$ cat src/rtl/conv_accel_feeder.sv
// rtl/conv_accel_feeder.sv - loads one pixel frame into the convolution accelerator FIFO, starts it and collects its results
module conv_accel_feeder #(
    parameter int BIT_LEN = 16,
    parameter int IMG_W   = 28,
    parameter int IMG_H   = 28,
    parameter int OUT_N   = 676
) (
    input  logic               Clk,
    input  logic               Rst,
    input  logic               go,
    input  logic [BIT_LEN-1:0] s_data,
    input  logic               s_valid,
    output logic               s_ready,
    output logic [BIT_LEN-1:0] dataInput,
    output logic               wr,
    output logic               wr_clk,
    output logic               newline,
    output logic               cStart,
    input  logic               FULL,
    input  logic               EMPTY,
    input  logic               cReady,
    input  logic [BIT_LEN-1:0] finalsum,
    output logic [BIT_LEN-1:0] res_data,
    output logic               res_valid,
    input  logic               res_ready,
    output logic               busy,
    output logic               frame_done,
    output logic               overflow
);

    localparam int COL_W = (IMG_W > 1) ? $clog2(IMG_W) : 1;
    localparam int ROW_W = (IMG_H > 1) ? $clog2(IMG_H) : 1;
    localparam int RES_W = (OUT_N > 1) ? $clog2(OUT_N) : 1;

    localparam logic [COL_W-1:0] COL_LAST = COL_W'(IMG_W - 1);
    localparam logic [ROW_W-1:0] ROW_LAST = ROW_W'(IMG_H - 1);
    localparam logic [RES_W-1:0] RES_LAST = RES_W'(OUT_N - 1);

    typedef enum logic [2:0] {
        ST_IDLE,
        ST_LOAD,
        ST_START,
        ST_RUN,
        ST_DRAIN
    } state_t;

    state_t state, state_nxt;

    logic [COL_W-1:0] col_cnt;
    logic [ROW_W-1:0] row_cnt;
    logic [RES_W-1:0] res_cnt;
    logic             accept;
    logic             col_last;
    logic             row_last;
    logic             res_last;

    assign col_last = (col_cnt == COL_LAST);
    assign row_last = (row_cnt == ROW_LAST);
    assign res_last = (res_cnt == RES_LAST);
    assign busy     = (state != ST_IDLE);
    // The FIFO write port runs on the same clock as this block.
    assign wr_clk   = Clk;

    always_ff @(posedge Clk) begin
        if (Rst) begin
            state <= ST_IDLE;
        end else begin
            state <= state_nxt;
        end
    end

    always_comb begin
        state_nxt  = state;
        s_ready    = 1'b0;
        accept     = 1'b0;
        wr         = 1'b0;
        dataInput  = '0;
        newline    = 1'b0;
        cStart     = 1'b0;
        frame_done = 1'b0;
        case (state)
            ST_IDLE: begin
                if (go) state_nxt = ST_LOAD;
            end
            ST_LOAD: begin
                s_ready = !FULL;
                accept  = s_valid && !FULL;
                wr      = accept;
                if (accept) dataInput = s_data;
                newline = accept && col_last;
                if (accept && col_last && row_last) state_nxt = ST_START;
            end
            ST_START: begin
                cStart    = 1'b1;
                state_nxt = ST_RUN;
            end
            ST_RUN: begin
                if (cReady && res_last) state_nxt = ST_DRAIN;
            end
            ST_DRAIN: begin
                if (!res_valid && EMPTY) begin
                    frame_done = 1'b1;
                    state_nxt  = ST_IDLE;
                end
            end
            default: state_nxt = ST_IDLE;
        endcase
    end

    always_ff @(posedge Clk) begin
        if (Rst) begin
            col_cnt <= '0;
            row_cnt <= '0;
            res_cnt <= '0;
        end else begin
            if (state == ST_IDLE && go) begin
                col_cnt <= '0;
                row_cnt <= '0;
                res_cnt <= '0;
            end
            if (accept) begin
                if (col_last) begin
                    col_cnt <= '0;
                    row_cnt <= row_last ? '0 : row_cnt + 1'b1;
                end else begin
                    col_cnt <= col_cnt + 1'b1;
                end
            end
            // Dropped results still count so the frame always ends after OUT_N.
            if (state == ST_RUN && cReady && !res_last) res_cnt <= res_cnt + 1'b1;
        end
    end

    always_ff @(posedge Clk) begin
        if (Rst) begin
            res_data  <= '0;
            res_valid <= 1'b0;
            overflow  <= 1'b0;
        end else begin
            if (state == ST_RUN && cReady) begin
                if (!res_valid || res_ready) begin
                    res_data  <= finalsum;
                    res_valid <= 1'b1;
                end else begin
                    overflow <= 1'b1;
                end
            end else if (res_valid && res_ready) begin
                res_valid <= 1'b0;
            end
            if (state == ST_IDLE && go) overflow <= 1'b0;
        end
    end

endmodule

$ cat config.mk
export PLATFORM = sky130hd
export DESIGN_NAME = conv_accel_feeder
export DESIGN_NICKNAME = d
export VERILOG_FILES = /design/src/rtl/conv_accel_feeder.sv
export SDC_FILE = /design/constraint.sdc
export NUM_CORES = 1
export LEC_CHECK = 0
export ABC_AREA = 1
export BUFFER_PORTS_ARGS = -buffer_cell sky130_fd_sc_hd__buf_2
export CORE_MARGIN = 4
export CORE_UTILIZATION = 40
export DETAILED_ROUTE_END_ITERATION = 10
export PLACE_DENSITY = 0.66
export SLEW_MARGIN = 15
export SYNTH_ARGS = -nofsm -noshare
export SYNTH_HDL_FRONTEND = slang
export SYNTH_SLANG_ARGS = --single-unit
$ cat constraint.sdc
create_clock -name Clk -period 2.05 [get_ports Clk]
set_input_delay 0.205 -clock Clk [delete_from_list [all_inputs] [get_ports Clk]]
set_output_delay 0.205 -clock Clk [all_outputs]
set_load 0.02 [all_outputs]
==> results of run 1 <==
==> critical path, stage by stage, from the launching register on <==
cell and delay (ns):
dfxtp_1 0.37, ha_2 0.21, nand2_1 0.07, nor2_2 0.17, nand2_1 0.09, nor2_2 0.16, buf_2 0.19
==> layout make-up <==
type                       count  area share
multi-input combinational    229       0.407
sequential                    41       0.306
timing repair buffer          82       0.156
clock buffer                  10      0.0480
inverter                      27      0.0382
tap                           67      0.0312
clock inverter                 2      0.0140
==> final timing paths <==
path                from  cells after the start           to
max reg2reg   res_cnt[0]                      8   res_cnt[0]
min reg2reg     overflow                      2     overflow
max           col_cnt[0]                      6      newline
min          finalsum[0]                      3  res_data[0]
==> cell families after synthesis <==
group,Yosys count,synth area share
AO/OA/AOI/OAI,50,0.120
XOR/XNOR,6,0.0252
adder cells (fa/ha/maj),3,0.0180
buffers and inverters,38,0.0829
flip-flops,41,0.394
AND/OR/NAND/NOR,170,0.359
==> state kept, by name, indices dropped and copies added, names as in the netlist <==
register	cells
overflow	1
res_cnt	10
state	3
row_cnt	5
res_data	16
col_cnt	5
res_valid	1
==> stage by stage <==
step	cell area [sq um]	setup WS (ns)	instances	util
floorplan	2080	0.476	308	-
global placement	2520	0.583	447	0.516
detailed placement	2520	0.536	447	0.516
CTS	2680	0.103	458	0.549
global route	2690	0.0312	458	0.550
finish	2690	0.184	458	0.550
==> Yosys cell counts (all sizes together) <==
master and number:
ha 3, nand4 4, o21ai 25, xor2 2, nand3 22, inv 26, clkbuf 4, nor2 75
nor3 2, a21oi 25, nand3b 1, nor4 1, xnor2 4, or2 2, nand2 62, buf 7
clkinv 1, dfxtp 41, nor3b 1
==> repair_timing <==
| action | CTS | global route |
|---|---|---|
| endpoints found under the hold margin | 0 | 0 |
| hold buffers | 0 | 0 |
| endpoints found under the setup margin | 0 | 1 |
| resized for setup | 0 | 2 |
==> routing by layer <==
| metal | wire length [microns] | share of wire | global-route usage | up-vias |
|---|---|---|---|---|
| li1 | - | - | - | 1147 |
| met3 | 416 | 0.081 | 0.0549 | 8 |
| met1 | 2390 | 0.47 | 0.211 | 979 |
| met5 | 0 | 0 | 0 | - |
| met2 | 2240 | 0.44 | 0.262 | 73 |
| met4 | 66 | 0.013 | 0.0642 | 0 |
==> power by group <==
group	switching, mW	total [mW]	internal, mW
Combinational	0.433	0.635	0.202
Clock	0.344	0.877	0.533
Sequential	0.0437	0.899	0.855
==> flow_summary_export.csv, run 1 <==
group,metric,value,unit
sta,maxSlewViolCount,0,
status,status,"finished clean",
synth,synth-seq-cells,41,
critical_path,arrival,1.66,ns
cts,cts_tree,"yes",
synth,synthTopCellsByArea,"dfxtp_1 (39%), nor2_1 (12%), nand2_1 (11%)",
synth,synth_cells,308,
route,routed_wl,5110,microns
sta,maxSlewHeadroom,0.736,
sta,timing_hold_violations_final,0,
synth,postSynthAreaPerCell,6.76,sq um
cells_and_area,fin_nets,433,
critical_path,crit_type,"reg2out",
global_routing,grt_overflow,0,
sta,period_share,0.910,
synth,yosys.cell_types.count,30,
power,peakVddDrop,0.425,mV
floorplanning,io_pins,81,
route,drt-initial-drc-count,88,
cts,path_clk_slew,0.08,ns
global_routing,grt_pass1_vias,1984,
cells_and_area,mostFrequentLayoutCells,"buf_2 (80), nor2_1 (67), nand2_1 (59)",
global_routing,grt_start_max_net_pins,20,
worst_hold_path,hp-class,"in2reg",
synth,synth_largest_area_cell,"dfxtp_1",
sta,setup_viol,0,
sta,worstMarginPinSlew,0.395,ns
route,drt-vias-per-instance,4.82,
synth,yosys_warnings,0,
critical_path,cp-end-kind,"output port",
cells_and_area,regArea,821,sq um
cells_and_area,drive_gt1_frac,0.294,
sta,whs,0.0487,ns
route,drc_errors,0,
route,ant_nets,0,
sta,tns,0,ns
sta,fin_skew,0.00535,ns
power,cellPowerDensity,898,mW/mm^2
sta,rsz0062_at_grt,"no",
global_routing,grt_pass1_wl,8540,microns
synth,yosysSeqAreaShare,0.394,
cells_and_area,diodes,0,
synth,synth_top_area_share,0.394,
global_routing,antenna_found_initial,0,
critical_path,r2r_slack,0.51,ns
floorplanning,fp.dieH,80.1,microns
floorplanning,core,0.00488,sq mm
placement,gp_congestion,0.805,
critical_path,critPathMaxFanout,4,
route,avgRoutedWirePerCell,11.2,microns
synth,syn_area,0.00208,sq mm
route,firstDrtPassIters,4,
cells_and_area,area_growth,29.0,%
floorplanning,die_x,80.1,microns
critical_path,crit_required,1.85,ns
cts,clkLatencyLatePin,0.40,ns
critical_path,start_kind,"flip-flop",
power,leakage,1.22,nW
placement,hpwlAfterDp,3730,microns
power,fin_total_pwr,2.41,mW
job,maxCapViolCount,0,
cells_and_area,fill_cells,514,
sta,period_needed,1.87,ns
floorplanning,die_area,0.00642,sq mm
cells_and_area,final_common_cell,"buf_2",
cells_and_area,multi_input_area,0.00109,sq mm
synth,synth_nets,351,
cts,cts_setup_buffers,0,
floorplanning,start_util,0.427,
route,route.vias.total,2207,
placement,portBuffers,80,
global_routing,track_usage,0.167,
floorplanning,num_rows,25,
sta,clock.fmax,536,MHz
No activity file was read; power rests on OpenSTA's default activity.
==> inputs of run 2 (changes only) <==
BUFFER_PORTS_ARGS = not set   (was -buffer_cell sky130_fd_sc_hd__buf_2)
DONT_BUFFER_PORTS = 1   (was not set)
PLACE_DENSITY = 0.52   (was 0.66)
==> run 2 against run 1 <==
Count of clock-buffer cells in the layout decreased by 4. Register-to-register slack is essentially flat. Cell count decreased by 17%. Non-clock buffer count decreased by 76. Sequential share of layout area is 6.1 points higher. Sequential power grew 5.7%. Die area stayed put. Global-route usage is 1.1 points lower. Sequential cell count stayed put. Fmax grew 5.4%. Critical path depth stayed put. Critical endpoint unchanged. Largest power group unchanged.
==> flow_summary_export.csv, run 2 (synthesis results as in run 1) <==
group,metric,value,unit
status,status,"finished clean",
route,firstDrtPassIters,4,
power,peakVddDrop,0.490,mV
global_routing,grt_pass1_wl,7960,microns
cts,ctsRootBufferMaster,"clkbuf_8",
global_routing,track_usage,0.156,
cts,htreeDepth,2,
power,cellPowerDensity,891,mW/mm^2
cells_and_area,fin_cells,378,
sta,clock.fmax,565,MHz
critical_path,critical_path.startpoint,"col_cnt[0]",
global_routing,grt_pass1_vias,1832,
cts,path_clk_slew,0.08,ns
cells_and_area,regMostFlops,"res_data",
global_routing,grt_overflow,0,
cells_and_area,final_area,0.00224,sq mm
critical_path,cp-end-kind,"output port",
placement,hpwlAfterDp,3530,microns
global_routing,met2_usage,0.263,
worst_hold_path,min_path_cells,2,
placement,gp_congestion,0.793,
route,ant_nets,0,
route,drc_errors,0,
sta,setup_slack,0.281,ns
critical_path,crit_type,"reg2out",
cells_and_area,drive_gt1_frac,0.103,
route,drt-initial-drc-count,79,
floorplanning,die_area,0.00642,sq mm
sta,rsz0062_at_grt,"no",
global_routing,busiest_layer,"met2",
cts,cts_sinks,41,
floorplanning,die_x,80.1,microns
cells_and_area,final_common_cell,"nor2_1",
floorplanning,io_pins,81,
cts,cts_made_buffers,5,
sta,timing_hold_violations_final,0,
route,routed_wl,4790,microns
global_routing,grt_start_max_net_pins,26,
sta,period_share,0.863,
sta,fin_skew,0.00559,ns
cells_and_area,fill_cells,526,
route,route.vias.total,1863,
route,drt-vias-per-instance,4.93,
critical_path,critPathMaxFanout,4,
floorplanning,fp.dieH,80.1,microns
cells_and_area,diodes,0,
sta,maxSlewViolCount,0,
cts,clkLatencyLatePin,0.29,ns
sta,maxSlewHeadroom,0.527,
cells_and_area,largest_reg_flops,16,
sta,setup_viol,0,
power,leakage,0.833,nW
sta,worstMarginPinSlew,0.709,ns
cells_and_area,area_growth,7.57,%
critical_path,r2r.worst_path.cells,6,
job,maxCapViolCount,0,
sta,tns,0,ns
global_routing,globalRouteMet3Util,0.0471,
global_routing,grt_use_met1,0.183,
worst_hold_path,hp-start,"Rst",
cells_and_area,fin_nets,353,
sta,period_needed,1.77,ns
global_routing,antenna_found_initial,0,
floorplanning,core,0.00488,sq mm
placement,dp.cells,369,
critical_path,arrival,1.56,ns
cells_and_area,reg_top3,"res_data (16), res_cnt (10)",
cts,cts_setup_buffers,0,
route,avgRoutedWirePerCell,12.7,microns
floorplanning,start_util,0.427,
cts,clock_path_buffers,2,
critical_path,crit_required,1.85,ns
cts,cts_tree,"yes",
critical_path,start_kind,"flip-flop",
worst_hold_path,hp-class,"in2reg",
floorplanning,num_rows,25,
placement,portBuffers,0,
cells_and_area,mostFrequentLayoutCells,"nor2_1 (68), nand2_1 (59), dfxtp_1 (41)",
critical_path,timing.rr.start,"state[0]",
placement,placed_area,0.00213,sq mm
placement,pre_cts_ws,0.528,ns
## run 2: cell count changes in the layout (fill, tap and decap cells not counted), sizes merged
cell and change:
buf -78, clkbuf -3, clkinv +2, bufinv -1
clkinvlp -1, dlygate4sd3 +1
## run 2: repair_timing
action	CTS	global route
endpoints found under the hold margin	14	0
resized for setup	0	0
hold buffers	1	0
## run 2: stage by stage
stage                     total power, mW  utilization  hold slack [ns]
after floorplan                      1.43            -            0.274
after global placement               1.45        0.437            0.205
after detailed placement             1.45        0.437            0.205
after CTS                            2.03        0.459           0.0484
after global routing                 2.13        0.459           0.0466
final                                1.99        0.459           0.0629
## run 2: worst paths after layout
| check | end | slack [ns] |
|---|---|---|
| worst max-delay path | newline | 0.28 |
| worst min-delay path | res_cnt[6] | 0.06 |
| worst max register to register | res_cnt[7] | 0.52 |
| worst min register to register | res_cnt[9] | 0.49 |
## run 2: metal layers
| layer | vias up | wire, microns |
|---|---|---|
| li1 | 985 | - |
| met1 | 799 | 2110 |
| met2 | 73 | 2150 |
| met3 | 6 | 445 |
| met4 | 0 | 84 |
| met5 | - | 0 |
## run 2: layout make-up
class,instances,area [sq um],area share
Inverter,27,103,0.0458
Sequential cell,41,821,0.366
Clock inverter,2,13.8,0.00615
Clock buffer,6,82.6,0.0369
Multi-Input combinational cell,229,1090,0.486
Timing Repair Buffer,6,47.5,0.0212
Tap cell,67,83.8,0.0374
## run 2: power by group
| group | switching [mW] | total (mW) | leakage [nW] | internal, mW |
|---|---|---|---|---|
| Sequential | 0.0953 | 0.950 | 0.331 | 0.855 |
| Clock | 0.290 | 0.563 | 0.0512 | 0.273 |
| Combinational | 0.354 | 0.481 | 0.450 | 0.127 |
| Total | 0.739 | 1.99 | 0.833 | 1.26 |
## run 2: worst max-delay path, stage by stage, from the launching register on
cell and delay (ns):
dfxtp_1 0.37, ha_1 0.22, nand2_1 0.08, nor2_2 0.17, nand2_1 0.07, nor2_1 0.18, buf_4 0.18
